File: config.mk
export PLATFORM = sky130hd
export DESIGN_NAME = tt_input_debounce
export DESIGN_NICKNAME = d
export VERILOG_FILES = /design/src/rtl/tt_input_debounce.sv
export SDC_FILE = /design/constraint.sdc
export NUM_CORES = 1
export LEC_CHECK = 0
export BUFFER_PORTS_ARGS = -buffer_cell sky130_fd_sc_hd__buf_2
export CAP_MARGIN = 10
export CORE_AREA = 2 2 66 99
export CTS_BUF_LIST = sky130_fd_sc_hd__clkbuf_8
export CTS_CLUSTER_SIZE = 20
export DETAILED_ROUTE_END_ITERATION = 8
export DIE_AREA = 0 0 68 101
export MAX_ROUTING_LAYER = met4
export PLACE_DENSITY_LB_ADDON = 0.08
export SETUP_SLACK_MARGIN = 0.1
export SLEW_MARGIN = 10
export SYNTH_ARGS = -nofsm -noshare
export SYNTH_HDL_FRONTEND = slang
export SYNTH_SLANG_ARGS = --single-unit
File: constraint.sdc
create_clock -name clk -period 1.8 [get_ports clk]
set_clock_uncertainty 0.05 [all_clocks]
set_input_delay 0 -clock clk [delete_from_list [all_inputs] [get_ports clk]]
set_output_delay 0 -clock clk [all_outputs]
set_load 0.01 [all_outputs]
File: src/rtl/tt_input_debounce.sv
// Purpose : 2-flop sync + per-bit debounce of ui_in into stable levels, rise/fall pulses and optional auto-repeat.
// Latency : an input held steady is accepted DEBOUNCE_CYCLES+1 edges after it first reaches the input.
// Backpr. : none; free-running, pulses are single-cycle. Optional auto-repeat via TT_DEBOUNCE_AUTOREPEAT_EN.
module tt_input_debounce #(
  parameter int WIDTH           = 8,
  parameter int DEBOUNCE_CYCLES = 16,
  parameter int REPEAT_DELAY    = 1000,
  parameter int REPEAT_PERIOD   = 200
) (
  input  logic             clk,
  input  logic             rst_n,
  input  logic             ena,
  input  logic [WIDTH-1:0] ui_in,
  output logic [WIDTH-1:0] sw_state,
  output logic [WIDTH-1:0] sw_rise,
  output logic [WIDTH-1:0] sw_fall,
  output logic             sw_any,
  output logic [WIDTH-1:0] sw_repeat
);

  localparam int CW = $clog2(DEBOUNCE_CYCLES + 1);
  localparam logic [CW-1:0] CNT_LAST = CW'(DEBOUNCE_CYCLES - 1);

  if (DEBOUNCE_CYCLES < 1 || DEBOUNCE_CYCLES > 65535 || REPEAT_DELAY < 1 || REPEAT_PERIOD < 1) begin : g_param_check
    $error("tt_input_debounce: parameter out of legal range");
  end

  logic [WIDTH-1:0] sync1_q, sync2_q;
  logic [WIDTH-1:0] state_q, state_d;
  logic [WIDTH-1:0] rise_q, rise_d;
  logic [WIDTH-1:0] fall_q, fall_d;
  logic             any_q, any_d;
  logic [CW-1:0]    cnt_q [WIDTH];
  logic [CW-1:0]    cnt_d [WIDTH];

  // Two-flop synchronizer; runs regardless of ena so it is settled when ena rises.
  always_ff @(posedge clk or negedge rst_n) begin
    if (!rst_n) begin
      sync1_q <= '0;
      sync2_q <= '0;
    end else begin
      sync1_q <= ui_in;
      sync2_q <= sync1_q;
    end
  end

  // Per-bit run counter: any agreeing cycle (or ena low) clears it, a full run flips the level.
  always_comb begin
    state_d = state_q;
    rise_d  = '0;
    fall_d  = '0;
    for (int i = 0; i < WIDTH; i++) begin
      cnt_d[i] = '0;
      if (ena && (sync2_q[i] != state_q[i])) begin
        if (cnt_q[i] == CNT_LAST) begin
          state_d[i] = ~state_q[i];
          rise_d[i]  = sync2_q[i];
          fall_d[i]  = ~sync2_q[i];
        end else begin
          cnt_d[i] = cnt_q[i] + CW'(1);
        end
      end
    end
    any_d = |(rise_d | fall_d);
  end

  // Debounce state, counters and registered pulse outputs.
  always_ff @(posedge clk or negedge rst_n) begin
    if (!rst_n) begin
      state_q <= '0;
      rise_q  <= '0;
      fall_q  <= '0;
      any_q   <= 1'b0;
      for (int i = 0; i < WIDTH; i++) cnt_q[i] <= '0;
    end else begin
      state_q <= state_d;
      rise_q  <= rise_d;
      fall_q  <= fall_d;
      any_q   <= any_d;
      for (int i = 0; i < WIDTH; i++) cnt_q[i] <= cnt_d[i];
    end
  end

  assign sw_state = state_q;
  assign sw_rise  = rise_q;
  assign sw_fall  = fall_q;
  assign sw_any   = any_q;

`ifdef TT_DEBOUNCE_AUTOREPEAT_EN
  localparam int RW = $clog2(REPEAT_DELAY + REPEAT_PERIOD + 1);
  localparam logic [RW-1:0] R_FIRST = RW'(REPEAT_DELAY);
  localparam logic [RW-1:0] R_WRAP  = RW'(REPEAT_DELAY + REPEAT_PERIOD);

  logic [RW-1:0]    rcnt_q [WIDTH];
  logic [RW-1:0]    rcnt_d [WIDTH];
  logic [RW-1:0]    rnxt;
  logic [WIDTH-1:0] rep_q, rep_d;

  // Cycles-held counter: first pulse at REPEAT_DELAY, then wraps back to fire every REPEAT_PERIOD.
  always_comb begin
    rep_d = '0;
    rnxt  = '0;
    for (int i = 0; i < WIDTH; i++) begin
      rcnt_d[i] = '0;
      if (ena && state_q[i] && !fall_d[i]) begin
        rnxt      = rcnt_q[i] + RW'(1);
        rcnt_d[i] = rnxt;
        if (rnxt == R_FIRST) begin
          rep_d[i] = 1'b1;
        end else if (rnxt == R_WRAP) begin
          rep_d[i]  = 1'b1;
          rcnt_d[i] = R_FIRST;
        end
      end
    end
  end

  // Repeat counters and registered repeat pulses.
  always_ff @(posedge clk or negedge rst_n) begin
    if (!rst_n) begin
      rep_q <= '0;
      for (int i = 0; i < WIDTH; i++) rcnt_q[i] <= '0;
    end else begin
      rep_q <= rep_d;
      for (int i = 0; i < WIDTH; i++) rcnt_q[i] <= rcnt_d[i];
    end
  end

  assign sw_repeat = rep_q;
`else
  assign sw_repeat = '0;
`endif

endmodule

==> flow_metrics.tcl <==
set metrics [dict create \
    synth_top_cell_area_share_pct 65.5 \
    post_synth_instance_area_sq_um 3100 \
    critical-path-slowest-cell "sky130_fd_sc_hd__or4_1" \
    run_status "finished clean" \
    grt_antenna_before_repair 0 \
    postSynth.asyncResetShare_pct 100 \
    cp_data_arrival_time_ns 1.83 \
    grt_pass1_wl_um 8440 \
    ff2ff_setup_slack_ns 0.13 \
    gr-total-overflow 0 \
    grt_max_degree 45 \
    place_worst_setup_slack_ns 0.0489 \
    wl_per_cell_um 13.1 \
    tritoncts "yes" \
    clock_tree.buffer_depth 2 \
    cts-buffers-inserted 9 \
    die-width_um 68 \
    ir_worst_vdd_v 0.000506 \
    tritoncts_num_sinks 81 \
    synth_edf_count 0 \
    r2r-end "sw_any$_DFF_PN0_" \
    routed-via-count 1872 \
    min_delay_worst_endpoint "sw_fall[1]$_DFF_PN0_" \
    highest-signal-layer "met4" \
    number_of_vias_per_cell_after_detailed_routing 4.88 \
    final_max_slew_viol_count 0 \
    leakagePower_nw 1.95 \
    worst-endpoint-required_ns 1.95 \
    initial_core_util_pct 51.2 \
    holdCritStartpoint "ena" \
    routedLengthMet1_um 2170 \
    die_ar_sq_um 6870 \
    ports_placed_on_the_boundary 44 \
    detail_route.iter0.violations 93 \
    cts.root.buffer_cell "sky130_fd_sc_hd__clkbuf_8" \
    post-dp-hpwl_um 3430 \
    portBuffers 35 \
    yosys.cell_count.top_type "sky130_fd_sc_hd__dfrtp_1" \
    min_period_over_period_pct 93.0 \
    r2r.worst_path.cells 5 \
    grt_pass1_vias 1904 \
    power.density_nw_per_um2 858 \
    met3RoutedLength_um 237 \
    avgSynthCellArea_sq_um 12.3 \
    synth_cells 252 \
    critPathLaunchType "flop" \
    clk_pin_slew_worst_paths_ns 0.07 \
    synth-seq-area-share_pct 65.5 \
    drt_pre_antenna_iters 4 \
    wl_met2_um 2530 \
    final.min_clock_period_ns 1.67 \
    criticalPathCategory "reg2reg" \
    clk-insertion-delay-late_ns 0.34 \
    min-delay-path-class "in2reg" \
    yosysTopAreaCell "sky130_fd_sc_hd__dfrtp_1" \
    layout-drive-gt1-share_pct 21.6 \
    worst_r2r_startpoint "cnt_q[31]$_DFF_PN0_" \
    finish.cell_count_without_fillers 384 \
    rows 35 \
    nNetsFinal 327 \
    min_path_cells 3 \
    post-route-worst-setup-slack_ns 0.126 \
    grt_use_total_pct 17.4 \
    timing_hold_violations_final 0 \
    yosysWarnings 0 \
    final_core_utilization_pct 61.0 \
    ys_types 33 \
    timing.critical_path.to_type "flop" \
    synth.area.top_cells "sky130_fd_sc_hd__dfrtp_1, sky130_fd_sc_hd__xor2_1, sky130_fd_sc_hd__nor2_1" \
    fin_tns_setup_ns 0 \
    area_delta_synth_final_pct 19.1 \
    core_area_sq_um 6040 \
    diodes 0 \
    synth_commonest_cells "sky130_fd_sc_hd__dfrtp_1, sky130_fd_sc_hd__nor2_1, sky130_fd_sc_hd__xor2_1, sky130_fd_sc_hd__nand3_1" \
    gpl.final_weighted_congestion 0.722 \
    drc_errors 0 \
    synth_top_flop_cell "sky130_fd_sc_hd__dfrtp_1" \
    highest_attainable_clock_frequency_ghz 0.597 \
    ys_seq_elements 81 \
    postLayoutCellArea_sq_um 3690 \
    maxCapViolations 0 \
    fp.dieH_um 101 \
    dp_cells 360 \
    cp_cell_sequence "ha_2 > and4b_4 > nand3_4 > o2111ai_2 > or4_1" \
    drt_wirelength_um 5030 \
    htree_levels 3 \
    finalSetupViolations 0 \
    fin_total_pwr_mw 3.17 \
    grt_setup_unrepaired "yes" \
    max_stage_delay_ns 0.47 \
    critical_path_peak_fanout 4 \
    postRouteAntennaNets 0 \
    placed_cell_area_sq_um 3350 \
    final.hold.worst_slack_ns 0.0883 \
]
-- registers in the layout, indices dropped and copies added (netlist names) --
register	flops
sw_state	8
sw_fall	8
sync1_q	8
sw_any	1
sw_rise	8
sync2_q	8
cnt_q	40
-- power breakdown --
part,switching (mW),internal (mW),leakage [nW]
Combinational,0.0915,0.0517,0.767
Sequential,0.0242,1.85,1.09
Clock,0.557,0.587,0.0916
Total,0.672,2.49,1.95
-- critical path, delay by kind of cell, from the launching register on --
| family | cells | cell delay [ns] |
|---|---|---|
| DFF | 1 | 0.40 |
| adders and majority gates | 1 | 0.20 |
| AOI/OAI and AO/OA | 1 | 0.12 |
| and+or+nand+nor | 3 | 0.77 |
-- cell type report --
| type | count | area (sq um) |
|---|---|---|
| multi-input combinational | 157 | 1050 |
| sequential | 81 | 2030 |
| inverter | 11 | 41.3 |
| timing repair buffer | 48 | 310 |
| tap | 74 | 92.6 |
| clock inverter | 1 | 3.75 |
| fill | 494 | 2360 |
| clock buffer | 12 | 165 |
-- cell families after synthesis --
family	synth area share [%]
compound gates	3.47
buf+inv	3.64
fa+ha+maj	3.23
xor+xnor	6.50
simple gates	16.5
flops	65.5
other cells	0.121
mux	1.09
-- placed cells by master (no fill, tap or decap), types with 8 or more instances in the layout --
| master | netlist | layout |
|---|---|---|
| sky130_fd_sc_hd__nand3_1 | 15 | 14 |
| sky130_fd_sc_hd__buf_2 | 0 | 34 |
| sky130_fd_sc_hd__and2_1 | 10 | 10 |
| sky130_fd_sc_hd__clkbuf_8 | 0 | 12 |
| sky130_fd_sc_hd__dfrtp_1 | 81 | 81 |
| sky130_fd_sc_hd__inv_1 | 11 | 12 |
| sky130_fd_sc_hd__and3_1 | 11 | 11 |
| sky130_fd_sc_hd__dlygate4sd3_1 | 0 | 9 |
| sky130_fd_sc_hd__nand2_1 | 10 | 10 |
| sky130_fd_sc_hd__xor2_1 | 17 | 17 |
| sky130_fd_sc_hd__nor2_1 | 34 | 34 |
| sky130_fd_sc_hd__conb_1 | 1 | 8 |
-- what timing repair did --
item	4_1_cts	5_1_grt
hold buffers	9	0
setup endpoints to repair	1	3
pin swaps	0	0
resized for setup	4	7
endpoints found under the hold margin	89	0
buffers inserted	1	1
gates cloned	0	0
-- worst max path at each step --
stage | from | end | slack (ns) | cells after the start
2_1_floorplan | cnt_q[30]$_DFF_PN0_ | sw_any$_DFF_PN0_ | 0.16 | 5
3_3_place_gp | cnt_q[30]$_DFF_PN0_ | sw_any$_DFF_PN0_ | 0.08 | 5
3_5_place_dp | cnt_q[30]$_DFF_PN0_ | sw_any$_DFF_PN0_ | 0.05 | 5
4_1_cts | cnt_q[0]$_DFF_PN0_ | sw_any$_DFF_PN0_ | 0.10 | 5
5_1_grt | cnt_q[31]$_DFF_PN0_ | sw_any$_DFF_PN0_ | 0.07 | 5
6_report | cnt_q[31]$_DFF_PN0_ | sw_any$_DFF_PN0_ | 0.13 | 5
-- per-layer routing --
| layer | vias to the layer above | track usage (%) |
|---|---|---|
| met5 | - | - |
| met4 | 0 | 8.77 |
| met3 | 8 | 4.25 |
| met2 | 45 | 27.6 |
| met1 | 887 | 20.3 |
| li1 | 932 | - |
No activity file was read; power rests on OpenSTA's default activity.
